### src/rtl/host_cmd_link_pkg.sv
// host_cmd_link_pkg
//   Shared types and constants for the host command link: TX handshake
//   state encoding and the byte-index constants of the 3-byte command.
package host_cmd_link_pkg;

  typedef enum logic {
    TX_IDLE = 1'b0,
    TX_WAIT = 1'b1
  } tx_state_t;

  localparam int         CMD_BYTES = 3;
  localparam logic [1:0] HI_IDX    = 2'd0;
  localparam logic [1:0] MID_IDX   = 2'd1;
  localparam logic [1:0] LO_IDX    = 2'd2;

endpackage

### src/rtl/host_cmd_link_if.sv
// host_cmd_link_if
//   Bundles the UART-side and core-side signals of host_cmd_link.
//   master : host/core side (drives rx bytes, clears, response requests)
//   slave  : host_cmd_link itself
//   Signals: rx_data/rx_rdy (UART rx byte), cmd/cmd_rdy/clr_cmd_rdy (command
//   to core), resp_data/send_resp/resp_sent/resp_busy (response request),
//   tx_data/trmt/tx_done (UART tx), rx_overrun (sticky dropped-byte flag).
interface host_cmd_link_if;
  import host_cmd_link_pkg::*;

  logic [7:0]  rx_data;
  logic        rx_rdy;
  logic [23:0] cmd;
  logic        cmd_rdy;
  logic        clr_cmd_rdy;
  logic [7:0]  resp_data;
  logic        send_resp;
  logic        resp_sent;
  logic [7:0]  tx_data;
  logic        trmt;
  logic        tx_done;
  logic        resp_busy;
  logic        rx_overrun;

  modport master (
    output rx_data, rx_rdy, clr_cmd_rdy, resp_data, send_resp, tx_done,
    input  cmd, cmd_rdy, resp_sent, tx_data, trmt, resp_busy, rx_overrun
  );

  modport slave (
    input  rx_data, rx_rdy, clr_cmd_rdy, resp_data, send_resp, tx_done,
    output cmd, cmd_rdy, resp_sent, tx_data, trmt, resp_busy, rx_overrun
  );

endinterface

### src/rtl/host_cmd_link_resp_tx_ctrl.sv
// resp_tx_ctrl
//   Response transmit handshake: latches one response byte, kicks the UART
//   transmitter with a one-cycle trmt, and reports completion with a
//   one-cycle resp_sent when the transmitter signals tx_done.
//   Ports: clk, rst (sync, active-high), i_send_resp, i_resp_data, i_tx_done,
//          o_tx_data, o_trmt, o_resp_sent, o_resp_busy.
//
//   state   | meaning
//   --------+--------------------------------------------------
//   TX_IDLE | no response in flight; accepts send_resp
//   TX_WAIT | byte handed to UART; waiting for tx_done
module resp_tx_ctrl
  import host_cmd_link_pkg::*;
(
  input  logic       clk,
  input  logic       rst,
  input  logic       i_send_resp,
  input  logic [7:0] i_resp_data,
  input  logic       i_tx_done,
  output logic [7:0] o_tx_data,
  output logic       o_trmt,
  output logic       o_resp_sent,
  output logic       o_resp_busy
);

  tx_state_t  r_state, w_state_nxt;
  logic [7:0] r_tx_data, w_tx_data_nxt;
  logic       r_trmt, w_trmt_nxt;
  logic       r_resp_sent, w_resp_sent_nxt;

  always_ff @(posedge clk) begin
    if (rst) begin
      r_state     <= TX_IDLE;
      r_tx_data   <= 8'h00;
      r_trmt      <= 1'b0;
      r_resp_sent <= 1'b0;
    end else begin
      r_state     <= w_state_nxt;
      r_tx_data   <= w_tx_data_nxt;
      r_trmt      <= w_trmt_nxt;
      r_resp_sent <= w_resp_sent_nxt;
    end
  end

  always_comb begin
    w_state_nxt     = r_state;
    w_tx_data_nxt   = r_tx_data;
    w_trmt_nxt      = 1'b0;
    w_resp_sent_nxt = 1'b0;
    case (r_state)
      TX_IDLE: begin
        if (i_send_resp) begin
          w_tx_data_nxt = i_resp_data;
          w_trmt_nxt    = 1'b1;
          w_state_nxt   = TX_WAIT;
        end
      end
      TX_WAIT: begin
        if (i_tx_done) begin
          w_resp_sent_nxt = 1'b1;
          w_state_nxt     = TX_IDLE;
        end
      end
      default: w_state_nxt = TX_IDLE;
    endcase
  end

  assign o_tx_data   = r_tx_data;
  assign o_trmt      = r_trmt;
  assign o_resp_sent = r_resp_sent;
  assign o_resp_busy = (r_state == TX_WAIT);

endmodule

### src/rtl/host_cmd_link.sv
// host_cmd_link
//   Assembles 3-byte host commands (MSB first) from UART rx bytes, holds each
//   command for the core until cleared, discards stale partial commands after
//   TIMEOUT_CYCLES idle clocks, and forwards single response bytes to the
//   UART transmitter via resp_tx_ctrl.
//   Ports: clk, rst (sync, active-high), bus (host_cmd_link_if.slave).
module host_cmd_link
  import host_cmd_link_pkg::*;
#(
  parameter int TIMEOUT_CYCLES = 2_000_000,
  parameter int NUM_CMD_BYTES  = 3
) (
  input  logic           clk,
  input  logic           rst,
  host_cmd_link_if.slave bus
);

  localparam int             TW       = $clog2(TIMEOUT_CYCLES + 1);
  localparam logic [TW-1:0]  TO_LAST  = TW'(TIMEOUT_CYCLES - 1);
  localparam logic [1:0]     LAST_IDX = 2'(NUM_CMD_BYTES - 1);

  logic [1:0]    r_idx;
  logic [TW-1:0] r_to_cnt;
  logic [23:0]   r_cmd;
  logic          r_cmd_rdy;
  logic          r_overrun;

  logic w_clr, w_accept, w_drop, w_timeout;

  // A clear coincident with a new byte frees the holding register in the
  // same edge, so that byte is taken as the first of the next command.
  assign w_clr     = r_cmd_rdy & bus.clr_cmd_rdy;
  assign w_accept  = bus.rx_rdy & (~r_cmd_rdy | bus.clr_cmd_rdy);
  assign w_drop    = bus.rx_rdy & r_cmd_rdy & ~bus.clr_cmd_rdy;
  // r_to_cnt counts idle clocks already elapsed; this edge is the final one.
  assign w_timeout = (r_idx != HI_IDX) & ~w_accept & (r_to_cnt == TO_LAST);

  always_ff @(posedge clk) begin
    if (rst) begin
      r_idx     <= HI_IDX;
      r_to_cnt  <= '0;
      r_cmd     <= 24'h000000;
      r_cmd_rdy <= 1'b0;
      r_overrun <= 1'b0;
    end else begin
      if (w_accept) begin
        case (r_idx)
          HI_IDX:  r_cmd[23:16] <= bus.rx_data;
          MID_IDX: r_cmd[15:8]  <= bus.rx_data;
          default: r_cmd[7:0]   <= bus.rx_data;
        endcase
        r_idx <= (r_idx == LAST_IDX) ? HI_IDX : r_idx + 2'd1;
      end else if (w_timeout) begin
        r_idx <= HI_IDX;
      end

      if (w_accept || (r_idx == HI_IDX) || w_timeout)
        r_to_cnt <= '0;
      else
        r_to_cnt <= r_to_cnt + 1'b1;

      if (w_accept && (r_idx == LAST_IDX))
        r_cmd_rdy <= 1'b1;
      else if (w_clr)
        r_cmd_rdy <= 1'b0;

      if (w_clr)
        r_overrun <= 1'b0;
      else if (w_drop)
        r_overrun <= 1'b1;
    end
  end

  assign bus.cmd        = r_cmd;
  assign bus.cmd_rdy    = r_cmd_rdy;
  assign bus.rx_overrun = r_overrun;

  resp_tx_ctrl u_resp_tx_ctrl (
    .clk         (clk),
    .rst         (rst),
    .i_send_resp (bus.send_resp),
    .i_resp_data (bus.resp_data),
    .i_tx_done   (bus.tx_done),
    .o_tx_data   (bus.tx_data),
    .o_trmt      (bus.trmt),
    .o_resp_sent (bus.resp_sent),
    .o_resp_busy (bus.resp_busy)
  );

endmodule

### src/flat_wrapper.sv
// flat-port wrapper written by rule: the top's interface ports become plain ports
module host_cmd_link_flat import host_cmd_link_pkg::*;
#(
  parameter int TIMEOUT_CYCLES = 2_000_000,
  parameter int NUM_CMD_BYTES  = 3
)
  (clk, rst, bus_rx_data, bus_rx_rdy, bus_clr_cmd_rdy, bus_resp_data, bus_send_resp, bus_tx_done, bus_cmd, bus_cmd_rdy, bus_resp_sent, bus_tx_data, bus_trmt, bus_resp_busy, bus_rx_overrun);
  host_cmd_link_if bus_i ();
  input  logic clk;
  input  logic rst;
  input wire logic [$bits(bus_i.rx_data)-1:0] bus_rx_data;
  input wire logic [$bits(bus_i.rx_rdy)-1:0] bus_rx_rdy;
  input wire logic [$bits(bus_i.clr_cmd_rdy)-1:0] bus_clr_cmd_rdy;
  input wire logic [$bits(bus_i.resp_data)-1:0] bus_resp_data;
  input wire logic [$bits(bus_i.send_resp)-1:0] bus_send_resp;
  input wire logic [$bits(bus_i.tx_done)-1:0] bus_tx_done;
  output wire logic [$bits(bus_i.cmd)-1:0] bus_cmd;
  output wire logic [$bits(bus_i.cmd_rdy)-1:0] bus_cmd_rdy;
  output wire logic [$bits(bus_i.resp_sent)-1:0] bus_resp_sent;
  output wire logic [$bits(bus_i.tx_data)-1:0] bus_tx_data;
  output wire logic [$bits(bus_i.trmt)-1:0] bus_trmt;
  output wire logic [$bits(bus_i.resp_busy)-1:0] bus_resp_busy;
  output wire logic [$bits(bus_i.rx_overrun)-1:0] bus_rx_overrun;
  assign bus_i.rx_data = bus_rx_data;
  assign bus_i.rx_rdy = bus_rx_rdy;
  assign bus_i.clr_cmd_rdy = bus_clr_cmd_rdy;
  assign bus_i.resp_data = bus_resp_data;
  assign bus_i.send_resp = bus_send_resp;
  assign bus_i.tx_done = bus_tx_done;
  assign bus_cmd = bus_i.cmd;
  assign bus_cmd_rdy = bus_i.cmd_rdy;
  assign bus_resp_sent = bus_i.resp_sent;
  assign bus_tx_data = bus_i.tx_data;
  assign bus_trmt = bus_i.trmt;
  assign bus_resp_busy = bus_i.resp_busy;
  assign bus_rx_overrun = bus_i.rx_overrun;
  host_cmd_link #(.TIMEOUT_CYCLES(TIMEOUT_CYCLES), .NUM_CMD_BYTES(NUM_CMD_BYTES)) u_core (.clk(clk), .rst(rst), .bus(bus_i));
endmodule
### config.mk
export PLATFORM = sky130hd
export DESIGN_NAME = host_cmd_link_flat
export DESIGN_NICKNAME = d
export VERILOG_FILES = /design/src/rtl/host_cmd_link_pkg.sv /design/src/rtl/host_cmd_link_if.sv /design/src/rtl/host_cmd_link_resp_tx_ctrl.sv /design/src/rtl/host_cmd_link.sv /design/src/flat_wrapper.sv
export SDC_FILE = /design/constraint.sdc
export NUM_CORES = 1
export LEC_CHECK = 0
export CAP_MARGIN = 0
export CORE_UTILIZATION = 30
export DETAILED_ROUTE_END_ITERATION = 8
export GPL_ROUTABILITY_DRIVEN = 0
export PLACE_DENSITY = 0.55
export RECOVER_POWER = 100
export SLEW_MARGIN = 40
export SYNTH_ARGS = -nofsm -noshare
export SYNTH_HDL_FRONTEND = slang
export SYNTH_SLANG_ARGS = --single-unit
### constraint.sdc
create_clock -name clk -period 4.4 [get_ports clk]
set_input_delay 0.44 -clock clk [delete_from_list [all_inputs] [get_ports clk]]
set_output_delay 0.44 -clock clk [all_outputs]
set_load 0.1 [all_outputs]
# [Yosys cells after proc, flatten, opt, wreduce, memory -nomap -nowiden]
# Cells that the tools add are included.
# W data, S select, Z words.
[totals] inputBits=22 ff_bits=60 wordCells=53 out_inout_bits=37
[op_classes] add_sub_neg=2 eq_ne=3 bitwise_logic=12 n_reduce_logical=16 n_mux=9
[op_table] cell="$add A21 B1 Y21 const B" count=1
[op_table] cell="$eq A21 B21 Y1 const B" count=1
[op_table] cell="$reduce_or A2 Y1" count=5
[op_table] cell="$reduce_and A2 Y1" count=4
[op_table] cell="$and A1 B1 Y1" count=6
[op_table] cell="$mux W2" count=3
[op_table] cell="$reduce_bool A2 Y1" count=3
[op_table] cell="$mux W1" count=5
[op_table] cell="$not A1 Y1" count=5
[op_table] cell="$add A2 B1 Y2 const B" count=1
[op_table] cell="$eq A2 B1 Y1 const B" count=1
[op_table] cell="$eq A2 B2 Y1 const B" count=1
[op_table] cell="$logic_not A2 Y1" count=1
[op_table] cell="$logic_or A1 B1 Y1" count=2
[op_table] cell="$pmux W1 S2" count=1
[op_table] cell="$logic_and A1 B1 Y1" count=1
[op_table] cell="$or A1 B1 Y1" count=1

# [Longest topological paths before layout]
[depth] depth_word=8 depth_mapped=6 ltp_nobuf=4

# [Hierarchy]
# From an unflattened synthesis, not the netlist that was laid out.
[unflattened] cells_unflattened=247 area_unflattened_um2=2396.0
[modules_own_cells] module="host_cmd_link" seq_area_each_um2=980.9 area_per_inst_um2=1945.6 n_inst=1 cells_each=205
[modules_own_cells] module="resp_tx_ctrl" seq_area_each_um2=220.2 area_per_inst_um2=450.4 n_inst=1 cells_each=42

# [Least setup slack after synthesis]
# OpenSTA, ideal clock, no wires.
[synth_path] kind="reg2reg" from="reg u_core.r_cmd_rdy, in the netlist u_core.bus.cmd_rdy" to="reg u_core.r_cmd[10], in the netlist u_core.bus.cmd[10]" stages_incl_launch_ff=6 setup_time_ps=128 period_less_slack_ps=2184 t_arrival_ps=2057 slack_ps=2216 path_buffers=1 t_required_ps=4272 cell_sequence="dfxtp_1 nand2b_1 nand4b_1 clkbuf_1 mux2i_1 nor2_1"
[synth_via] elab_chain_len=4
[synth_lines] item="from (decl)" line_no="host_cmd_link.sv:25" text="logic r_cmd_rdy;"
[synth_lines] item="from (signal assigned)" line_no="host_cmd_link.sv:43" text="r_cmd_rdy <= 1'b0;"
[synth_lines] item="from (signal assigned)" line_no="host_cmd_link.sv:63" text="r_cmd_rdy <= 1'b1;"
[synth_lines] item="from (signal assigned)" line_no="host_cmd_link.sv:65" text="r_cmd_rdy <= 1'b0;"
[synth_lines] item="$not A1 Y1" line_no="host_cmd_link.sv:33" text="assign w_accept = bus.rx_rdy & (~r_cmd_rdy | bus.clr_cmd_rdy);"
[synth_lines] item="$or A1 B1 Y1" line_no="host_cmd_link.sv:33"
[synth_lines] item="$and A1 B1 Y1" line_no="host_cmd_link.sv:33"
[synth_lines] item="$reduce_and A2 Y1 (no line)"
[synth_lines] item="to (signal assigned)" line_no="host_cmd_link.sv:49" text="MID_IDX: r_cmd[15:8] <= bus.rx_data;"
[synth_lines] item="to (decl)" line_no="host_cmd_link.sv:24" text="logic [23:0] r_cmd;"
# No other way between the ends.
# A chain may end at the register's enable or synchronous reset.

# [Final worst setup path]
[layout_path] from="in rst" to="reg u_core.r_to_cnt[3]"
[layout_via] elab_chain_len=1
[layout_lines] item="from (decl)" line_no="flat_wrapper.sv:10" text="input logic rst;"
[layout_lines] item="$reduce_or A2 Y1 (no line)"
[layout_lines] item="to (signal assigned)" line_no="host_cmd_link.sv:60" text="r_to_cnt <= r_to_cnt + 1'b1;"
[layout_lines] item="to (decl)" line_no="host_cmd_link.sv:23" text="logic [TW-1:0] r_to_cnt;"
# No other way between the ends.

==> out/qor.csv <==
stage;metric;value;unit
outcome;outcome;complete, but fails checks;
outcome;violations;capacitance limit, slew limit;
routing;drt_iter0_drc;71;
cts;cts_resized;0;
critical_path;start_kind;input port;
finish;finalNonFillerCells;410;
grt;grt_util_all_layers;13.27;%
sta;layout_min_cycle_time;2750;ps
routing;vias;1931;
worst_hold_path;hold_path.class;register to register;
power_and_ir_drop;vdd_drop_max;0.1761;mV
critical_path;path_max_fanout;41;
grt;antenna_found_initial;0;
cts;cts_buffers;9;
critical_path;rr_endpoint;u_core.r_to_cnt[3];
power_and_ir_drop;finalPower;1.296;mW
critical_path;cp.required;4590;ps
power_and_ir_drop;p_leak;1.132;nW
cts;post-cts-setup-buffers;0;
sta;slew_headroom;-18.24;%
placed_design;dpl.hpwl;3.460;mm
sta;final_max_slew_viol_count;42;
grt;grt_pass1_wl;8.507;mm
floorplanning;dieArea;8135;um^2
sta;rsz0062_at_grt;no;
routing;wl;5.124;mm
synth;yosys-top-cells-area;dfxtp_1 (51%), mux2i_1 (10%), nor2_1 (6.4%);
critical_path;r2r_slack;2220;ps
floorplanning;die_h;90.20;um
sta;setup_viol_count_final;0;
worst_hold_path;hold_start;u_core.r_to_cnt[0];
grt;grt_max_degree;42;
synth;yosys_register_bits;60;
power_and_ir_drop;power.density;439.2;nW/um^2
routing;route.detailed.drc;0;
cts;cts_max_level;3;
placed_design;dp.cells;395;
synth;yosys_warnings;0;
sta;tightest_slew;1774;ps
finish;final_nets;330;
routing;ant_nets;0;
synth;synth_nets;275;
worst_hold_path;min_to;u_core.r_to_cnt[0];
sta;skew;7.390;ps
sta;finalHoldViolCount;0;
cts;cts_buffer_depth;2;
cts;root_buffer;clkbuf_8;
routing;avgViaCountPerCell;4.710;
synth;ys_seq_area_share;51.47;%
critical_path;r2r_cells;4;
cts;cts_sinks;60;
synth;synth_area_per_cell;9.260;um^2
sta;tns;0;ps
floorplanning;dieWidth;90.20;um
floorplanning;core;7370;um^2
finish;num-fill-cells;785;
placed_design;io_buffers;58;
critical_path;worstReg2RegStart;u_core.r_to_cnt[12];
cts;cts_tree;built;
synth;yosysTopAreaCell;dfxtp_1;
worst_hold_path;whs_path_depth;1;
floorplanning;start_util;31.66;%
synth;synth_cell_types;32;
cts;insertion_delay;330;ps
synth;synth_top_area_share;51.47;%
grt;overflow;0;
finish;area_growth;26.43;%
routing;detail_route.first_pass.iterations;4;
cts;ctsHoldBuffers;0;
grt;grt_pass1_vias;1791;
floorplanning;rows;31;
finish;layout-drive-gt1-share;5.466;%
synth;synthCells;252;
flow_run;cap_violations;1;
routing;avgRoutedWirePerCell;12.50;um
floorplanning;pin_count;59;
finish;antenna_cells;0;
synth;synthesis.area;2333;um^2
critical_path;worst-setup-path-type;input port to register;
cts;clk_pin_slew;60;ps
critical_path;setup.worst_path.end_class;register;
sta;fmax;363.6;MHz
sta;period_share;62.51;%
critical_path;arrival;2940;ps
metrics by stage:
stage               utilization (%)  setup WS, ps  area [um^2]  hold WS, ps
detailed placement            37.93          2174         2795        430.1
global route                  40.03          1356         2950        453.4
finish                        40.03          1650         2950        439.4
CTS                           40.71          2198         3000        441.5
floorplan                         -          2216         2333        410.6
global placement              40.34          2010         2973        424.2
routing by layer:
metal  part of all wire [%]  GRT usage (%)
met1                     49          16.64
met2                     44          20.42
met3                    4.7          3.638
met4                    2.1          7.527
met5                      0              0
flip-flops by register name, summed over array words and instances (netlist names):
signal and cells:
u_core.r_to_cnt 21, u_core.r_idx 2, u_core.bus.cmd 24, u_core.u_resp_tx_ctrl.o_resp_sent 1, u_core.u_resp_tx_ctrl.o_trmt 1, u_core.bus.cmd_rdy 1, u_core.u_resp_tx_ctrl.o_resp_busy 1, u_core.bus.rx_overrun 1
u_core.u_resp_tx_ctrl.o_tx_data 8
worst max path at each step:
stage                     depth (start not counted)           startpoint  slack [ps]                  to
after CTS                                         4  u_core.r_to_cnt[12]        2200  u_core.r_to_cnt[5]
after detailed placement                          5      bus_clr_cmd_rdy        2170  u_core.bus.cmd[15]
final                                             5                  rst        1650  u_core.r_to_cnt[3]
after floorplan                                   5   u_core.bus.cmd_rdy        2220  u_core.bus.cmd[10]
after global placement                            4  u_core.r_to_cnt[12]        2010  u_core.r_to_cnt[5]
after global routing                              5                  rst        1360  u_core.r_to_cnt[7]
report_power, final:
| part | switching [mW] | internal [mW] | leakage (nW) | total, mW |
|---|---|---|---|---|
| Clock | 0.209 | 0.314 | 0.102 | 0.522 |
| Sequential | 0.00962 | 0.561 | 0.488 | 0.571 |
| Combinational | 0.160 | 0.0427 | 0.542 | 0.202 |
critical path, cell delays in order:
cell and delay [ps]:
dlygate4sd3_1 520, clkbuf_1 1270, a211oi_1 240, o21ai_4 340, nor2_1 110
Yosys cell counts:
library cell  count
nor2b_1           1
ha_1              1
o31ai_1           3
nand3_1          10
a21oi_1          20
mux2i_1          24
buf_6             2
or3b_2            1
a211oi_1          2
and2_1            2
and4_1            3
and3b_1           1
nand4b_1          1
or3_1             6
nor2_1           40
and3_1            1
o21ai_2           1
dfxtp_1          60
nand4_1           6
or4_1             3
o21ai_0           6
nand2_1          25
nand2b_1          3
buf_2             1
o21a_1            1
o22ai_1           2
or4_4             1
clkbuf_1         12
or4b_1            2
xor2_1            9
inv_1             1
xnor2_1           1
placed cells by master, fill, tap and decap left out, types with 3 or more instances in the layout:
cell             instances
a21oi_1                 20
and4_1                   3
clkbuf_1                39
clkbuf_8                 9
clkdlybuf4s50_1         20
dfxtp_1                 60
mux2i_1                 24
nand2_1                 25
nand2b_1                 3
nand3_1                 10
nand4_1                  6
nor2_1                  40
o21ai_0                  6
o31ai_1                  3
or3_1                    6
or4_1                    3
xor2_1                   9
final cells by class:
cell class	instances	area, um^2	share of cell area [%]
Tap cell	99	123.9	4.198
Clock buffer	10	127.6	4.326
Clock inverter	5	77.57	2.629
Inverter	1	3.754	0.1272
Timing Repair Buffer	59	352.8	11.96
Multi-Input combinational cell	176	1064	36.05
Sequential cell	60	1201	40.71
logic make-up after synthesis:
kind of cell / synth area share [%]
AO/OA/AOI/OAI: 8.418
multiplexers: 10.29
buffers and inverters: 3.270
XOR/XNOR: 3.754
adder cells (fa/ha/maj): 0.5361
AND/OR/NAND/NOR: 22.25
flip-flops: 51.47
Note: power is estimated with default switching activity, not from simulation.
